$ cat src/rtl/fifo_ctrl_param.sv
// fifo_ctrl_param: pointer/occupancy controller for a single-clock FIFO.
// It produces RAM write/read strobes and addresses, a registered occupancy
// count, registered level flags and sticky overflow/underflow indicators.
//
// Request semantics: wr and rd are per-cycle requests, not held handshakes.
// A request is accepted (wr_en / rd_en high) in the same cycle it is presented
// when the FIFO can honour it and no flush is pending. A rejected request is
// dropped and is not retried; the only trace it leaves is the sticky ovf/unf.
module fifo_ctrl_param #(
    parameter int ADDR_W = 5,
    parameter int AF_LVL = 28,
    parameter int AE_LVL = 4
) (
    input  logic              clk,
    input  logic              rst_n,
    input  logic              wr,
    input  logic              rd,
    input  logic              clr,
    output logic              wr_en,
    output logic              rd_en,
    output logic [ADDR_W-1:0] wr_ptr,
    output logic [ADDR_W-1:0] rd_ptr,
    output logic [ADDR_W:0]   count,
    output logic              emp,
    output logic              full,
    output logic              almost_empty,
    output logic              almost_full,
    output logic              ovf,
    output logic              unf
);

    localparam logic [ADDR_W:0] DEPTH_C = {1'b1, {ADDR_W{1'b0}}};
    localparam logic [ADDR_W:0] AF_C    = AF_LVL[ADDR_W:0];
    localparam logic [ADDR_W:0] AE_C    = AE_LVL[ADDR_W:0];

    // Reset release is pipelined through two flops; run only rises on the
    // second clock edge after rst_n goes high, so no state can change before then.
    logic [1:0] rst_sync;
    logic       run;

    logic [ADDR_W-1:0] wr_ptr_nxt;
    logic [ADDR_W-1:0] rd_ptr_nxt;
    logic [ADDR_W:0]   count_nxt;
    logic              ovf_nxt;
    logic              unf_nxt;

    // Reset synchroniser: assert asynchronously, release after two edges.
    always_ff @(posedge clk or negedge rst_n) begin
        if (!rst_n) begin
            rst_sync <= 2'b00;
        end else begin
            rst_sync <= {rst_sync[0], 1'b1};
        end
    end

    assign run = rst_sync[1];

    // Acceptance strobes: flush wins, and nothing is accepted while in reset.
    assign wr_en = run & wr & ~full & ~clr;
    assign rd_en = run & rd & ~emp  & ~clr;

    // Next-state computation for pointers, occupancy and sticky errors.
    always_comb begin
        wr_ptr_nxt = wr_ptr;
        rd_ptr_nxt = rd_ptr;
        count_nxt  = count;
        ovf_nxt    = ovf | (wr & full);
        unf_nxt    = unf | (rd & emp);
        if (wr_en) begin
            wr_ptr_nxt = wr_ptr + 1'b1;
        end
        if (rd_en) begin
            rd_ptr_nxt = rd_ptr + 1'b1;
        end
        case ({wr_en, rd_en})
            2'b10:   count_nxt = count + 1'b1;
            2'b01:   count_nxt = count - 1'b1;
            default: count_nxt = count;
        endcase
        if (clr) begin
            wr_ptr_nxt = '0;
            rd_ptr_nxt = '0;
            count_nxt  = '0;
            ovf_nxt    = 1'b0;
            unf_nxt    = 1'b0;
        end
    end

    // State registers; flags are decoded from the next count so they line up
    // with the count they describe and come straight out of flops.
    always_ff @(posedge clk or negedge rst_n) begin
        if (!rst_n) begin
            wr_ptr       <= '0;
            rd_ptr       <= '0;
            count        <= '0;
            emp          <= 1'b1;
            full         <= 1'b0;
            almost_empty <= 1'b1;
            almost_full  <= 1'b0;
            ovf          <= 1'b0;
            unf          <= 1'b0;
        end else if (run) begin
            wr_ptr       <= wr_ptr_nxt;
            rd_ptr       <= rd_ptr_nxt;
            count        <= count_nxt;
            emp          <= (count_nxt == '0);
            full         <= (count_nxt == DEPTH_C);
            almost_empty <= (count_nxt <= AE_C);
            almost_full  <= (count_nxt >= AF_C);
            ovf          <= ovf_nxt;
            unf          <= unf_nxt;
        end
    end

endmodule
$ cat config.mk
export PLATFORM = sky130hd
export DESIGN_NAME = fifo_ctrl_param
export DESIGN_NICKNAME = d
export VERILOG_FILES = /design/src/rtl/fifo_ctrl_param.sv
export SDC_FILE = /design/constraint.sdc
export NUM_CORES = 1
export LEC_CHECK = 0
export ABC_CLOCK_PERIOD_IN_PS = 2800
export CAP_MARGIN = 20
export CORE_MARGIN = 1
export CORE_UTILIZATION = 47
export DETAILED_ROUTE_END_ITERATION = 16
export PLACE_DENSITY_LB_ADDON = 0.05
export SETUP_SLACK_MARGIN = 0.4
export SLEW_MARGIN = 20
export SYNTH_ARGS = -nofsm -noshare
export SYNTH_HDL_FRONTEND = slang
export SYNTH_SLANG_ARGS = --single-unit
export TNS_END_PERCENT = 50
$ cat constraint.sdc
create_clock -name clk -period 2.8 [get_ports clk]
set_clock_uncertainty 0.1 [all_clocks]
set_input_delay 0.56 -clock clk [delete_from_list [all_inputs] [get_ports clk]]
set_output_delay 0.56 -clock clk [all_outputs]
set_load 0.02 [all_outputs]
* Yosys cells after proc, flatten, opt, wreduce, memory -nomap -nowiden *
Cells that the tools add are included.

cells by class
  $add $sub $neg = 4
  order comparisons = 2
  equality and inequality tests = 3
  mux-type cells = 8
  bitwise gates (word level) = 13
  reductions and logical operators = 5

operators with widths
  kind                   count
  $mux W5                4
  $pmux W6 S2            1
  $add A5 B1 Y5 const B  2
  $and A1 B1 Y1          8
  $add A6 B1 Y6 const B  1
  $eq A6 B6 Y1 const B   1
  $ge A6 B5 Y1 const B   1
  $le A6 B3 Y1 const B   1
  $logic_not A6 Y1       1
  $mux W6                1
  $sub A6 B1 Y6 const B  1
  $reduce_and A2 Y1      2
  $reduce_bool A2 Y1     2
  $not A1 Y1             3
  $eq A2 B1 Y1 const B   1
  $eq A2 B2 Y1 const B   1
  $mux W1                2
  $or A1 B1 Y1           2

storage, ports and cells
  register bits after elaboration = 24
  output and inout bits = 24
  word-level logic and storage cells = 45

* Logic depth before layout (Yosys ltp) *
  depth in word-level cells = 7
  gate-level depth with buffers = 13

* Least setup slack after synthesis *
No wires, ideal clock.

  path kind = input -> register
  start = input port clr
  end = register almost_empty
  arrival time = 3020 ps
  data required time = 2595 ps
  slack = -425 ps
  cell stages on the path = 10
  path buffers = 3
  cells stage by stage = buf_6 -> clkbuf_1 -> or3_1 -> ha_1 -> clkbuf_1 -> a2bb2oi_1 -> mux2_1 -> a31oi_1 -> mux2_2 -> o41ai_1

between the ends
  word-level cells in the longest chain between the ends = 6
  elaborated cells on any way between the ends = 8
  those cells by class = order compare (1); eq/ne (2); mux (2); bitwise (3)

RTL lines
  element                                       line    RTL
  start, declared                               18      input logic clr,
  $not A1 Y1                                    59, 60
  $and A1 B1 Y1, on equally long branches       60, 59
  $eq A2 B1 Y1 or $eq A2 B2 Y1 (tied branches)  75      case ({wr_en, rd_en})
  $pmux W6 S2                                   75
  $mux W6 *                                     80      if (clr) begin
  $le A6 B3 Y1 *                                108     almost_empty <= (count_nxt <= AE_C);
  end signal, assigned                          108
  end, declared                                 26      output logic almost_empty,

Every way passes the cells marked *; elsewhere a longest branch is shown, timed or not.
A chain may end at the register's enable or synchronous reset.

* Final worst setup path *
  start = register emp
  end = register emp

between the ends
  word-level cells in the longest chain between the ends = 7
  elaborated cells on any way between the ends = 8
  those cells by class = eq/ne (2); mux (2); bitwise (3); reduce/logical (1)

RTL lines
  element                                       line  RTL
  start, declared                               24    output logic emp,
  start signal, assigned                        106   emp <= (count_nxt == '0);
  $not A1 Y1 *                                  60    assign rd_en = run & rd & ~emp & ~clr;
  $and A1 B1 Y1 * (2 in series)                 60
  $eq A2 B1 Y1 or $eq A2 B2 Y1 (tied branches)  75
  $pmux W6 S2 *                                 75
  $mux W6 *                                     80
  $logic_not A6 Y1 *                            106

Marks and branches as above.

==> metrics.md <==
| Metric | Value |
|---|---|
| Area growth, synth to finish | `43.2%` |
| Crit path largest cell delay | `0.57 ns` |
| GP Congestion | `0.887` |
| Chip width | `59.8 µm` |
| H-tree levels | `1` |
| Tcrit/Tclk final | `92.8%` |
| Crit-path slowest cell | `dfstp_2` |
| First-pass DRT Iterations | `4` |
| Clock Path Buffers | `2` |
| Row count | `20` |
| CTS root buf | `clkbuf_4` |
| Leak pwr | `0.966 nW` |
| Core area | `3100 µm²` |
| CTS Sinks | `24` |
| Post-synth EDFFs | `0` |
| Gate power share | `40.7%` |
| Ys flop type | `dfrtp_1` |
| Setup violators final | `0` |
| Die area | `3580 µm²` |
| CP Cell Sequence | `nand4bb_4 > inv_6 > nand2_4 > xnor2_2 > ha_2 > a21o_1 > a22oi_2 > o22ai_1 > o2bb2ai_2 > mux2_4 > o41ai_2` |
| Synth cell types | `47` |
| Pwr dens | `567 nW/µm²` |
| Commonest cells post-synth | `dfrtp_1 (22), nor2_1 (20), nand2_1 (15)` |
| F_max | `385 MHz` |
| DR iter-0 viols | `109` |
| Gate Count Post-Synth | `170` |
| Final nets | `226` |
| Mapped Avg Cell Area | `9.24 µm²` |
| Number of routed nets with antenna violations | `0` |
| Clk slew on worst S/H paths | `0.14 ns` |
| Synth Cell Area | `1570 µm²` |
| FF+latch count, synth | `24` |
| Sw Pwr | `0.000464 W` |
| Port bufs | `28` |
| RSZ-0062 raised after global routing | `true` |
| Fin cells | `260` |
| WP data required | `2.94 ns` |
| Placed cell count | `251` |
| Pin count of the biggest net entering global routing | `25` |
| Cell taking the most area after synthesis | `dfrtp_1` |
| Die Y | `59.8 µm` |
| Synthesis warning total | `0` |
| Antenna Cells | `0` |
| Fin. max-slew vios | `0` |
| Sequential share of power | `38.9%` |
| Total track usage | `24.8%` |
| Initial Util | `50.6%` |
| Sequential share of the synthesized area | `38.4%` |
| First-pass GRT wire length | `6.65 mm` |
| Max_cap viols | `0` |
| Crit Path Category | `flip-flop to flip-flop` |
| IO Pins | `29` |
| TNS Setup | `0 ns` |
| Overall routed net length | `4.12 mm` |
| Worst-Skew Late Latency | `0.33 ns` |
| R2R setup slack | `0.20 ns` |
| Peak supply drop | `0.000489 V` |
| Status | `finished clean` |
| Endpoint class of the critical path | `flip-flop` |
| FFs w/ async S/R, synth | `100%` |
| Startpoint types | `flip-flop` |
| Syn_nets | `179` |
| Routed WL per cell | `15.9 µm` |
| Synth top area share | `35.1%` |
| Most common cell in the synthesized netlist | `dfrtp_1` |
| Tot Pwr | `0.00128 W` |
| Via count | `1,455` |
| Minimum clock period after layout | `2.60 ns` |
| Vias in the first global route | `1,361` |
| Initial antenna violation count | `0` |
| Sw Share | `36.4%` |
| Drt via density | `5.60` |
| Area contributors post-synth | `dfrtp_1 (35%), nor2_1 (4.8%), mux2i_1 (3.8%)` |
| Worst Path Arrival | `2.73 ns` |
| Grt ovf | `0` |
| Type of the most critical hold path | `flip-flop to flip-flop` |
| Endpoints failing hold | `0` |
| P_int | `0.000811 W` |
| Total CTS buffers | `3` |
| Final HPWL DP | `2.95 mm` |
| Layout cells sized above 1 | `27.8%` |
| DRC | `0` |
| Critical path peak fanout | `4` |
| CTS tree | `done` |
| Clock power share | `20.4%` |
## final cells by class
| class | instances | area [µm²] |
|---|---|---|
| inverter | 8 | 35.0 |
| sequential | 24 | 604 |
| timing repair buffer | 54 | 480 |
| multi-input combinational | 126 | 1020 |
| fill | 238 | 855 |
| clock inverter | 1 | 30.0 |
| tap | 44 | 55.1 |
| clock buffer | 3 | 22.5 |
## cell families (layout without fill, tap and decap cells)
kind of cell	after synthesis	after routing	synth area share, %
AO/OA/AOI/OAI	38	38	18.8
XOR/XNOR	10	10	5.58
adder cells (fa/ha/maj)	4	4	3.19
buffers and inverters	20	66	5.74
flip-flops	24	24	38.4
multiplexers	11	11	7.41
other	1	1	0.239
AND/OR/NAND/NOR	62	62	20.6
## worst paths after layout
check                                            from                       end  cells past startpoint
worst max-delay path                  emp$_DFFE_PN1P_           emp$_DFFE_PN1P_                     11
worst min-delay path            rst_sync[0]$_DFF_PN0_     rst_sync[1]$_DFF_PN0_                      0
worst max register to register        emp$_DFFE_PN1P_           emp$_DFFE_PN1P_                     11
worst min register to register  rst_sync[0]$_DFF_PN0_     rst_sync[1]$_DFF_PN0_                      0
max in group asynchronous                       rst_n  almost_empty$_DFFE_PN1P_                      2
min in group asynchronous                       rst_n     wr_ptr[0]$_DFFE_PN0P_                      2
## state kept, by name (all words and copies together), names as in the netlist
signal	flops
full	1
almost_full	1
almost_empty	1
emp	1
unf	1
rst_sync	2
count	6
rd_ptr	5
wr_ptr	5
ovf	1
## routing by layer
layer	up-vias	share of wire [%]	global-route usage [%]
li1	702	-	-
met5	-	0	0
met1	711	45	35.0
met3	2	4.3	3.25
met4	0	0.58	5.32
met2	40	50	40.6
## per-stage QoR
| stage | setup WS [ns] | hold WS (ns) | instance area (µm²) | util, % |
|---|---|---|---|---|
| detailed placement | -0.485 | 0.235 | 2080 | 67.0 |
| global placement | -0.398 | 0.233 | 2080 | 67.0 |
| CTS | 0.205 | 0.266 | 2200 | 70.9 |
| global route | 0.0991 | 0.277 | 2250 | 72.5 |
| floorplan | -0.107 | 0.164 | 1670 | - |
| finish | 0.201 | 0.265 | 2250 | 72.5 |
## worst max-delay path: cells and delay by family, from the launching register on
kind / cells / cell delay [ns]
AOI/OAI and AO/OA: 5 / 0.90
DFF: 1 / 0.57
muxes: 1 / 0.37
and+or+nand+nor: 2 / 0.24
adders and majority gates: 1 / 0.19
xor gates and xnor gates: 1 / 0.11
buffers and inverters: 1 / 0.04
## power groups by stage
stage / Sequential (W) / Clock (W) / Combinational (W)
global placement: 0.000497 / 0 / 0.000467
finish: 0.000497 / 0.000260 / 0.000519
floorplan: 0.000544 / 0 / 0.000236
CTS: 0.000494 / 0.000261 / 0.000505
global route: 0.000508 / 0.000273 / 0.000561
detailed placement: 0.000503 / 0 / 0.000481
## placed cells by master (no fill, tap or decap), types with 3 or more instances in the layout
cell type,instances
inv_1,7
clkdlybuf4s50_1,23
nand3_1,4
xnor2_1,3
mux2i_1,6
mux2_4,4
dfrtp_1,21
clkbuf_4,3
xor2_1,6
a31oi_1,3
nand2_1,14
a21oi_1,6
buf_4,25
nor2_1,20
nand4_1,6
o22ai_1,4
o2bb2ai_1,5
## timing repair
action / in CTS / in global routing
pin swaps: 12 / 7
setup endpoints to repair: 10 / 9
setup buffers: 5 / 0
hold buffers: 0 / 0
gates resized for setup: 17 / 6
Note: power is estimated with default switching activity, not from simulation.
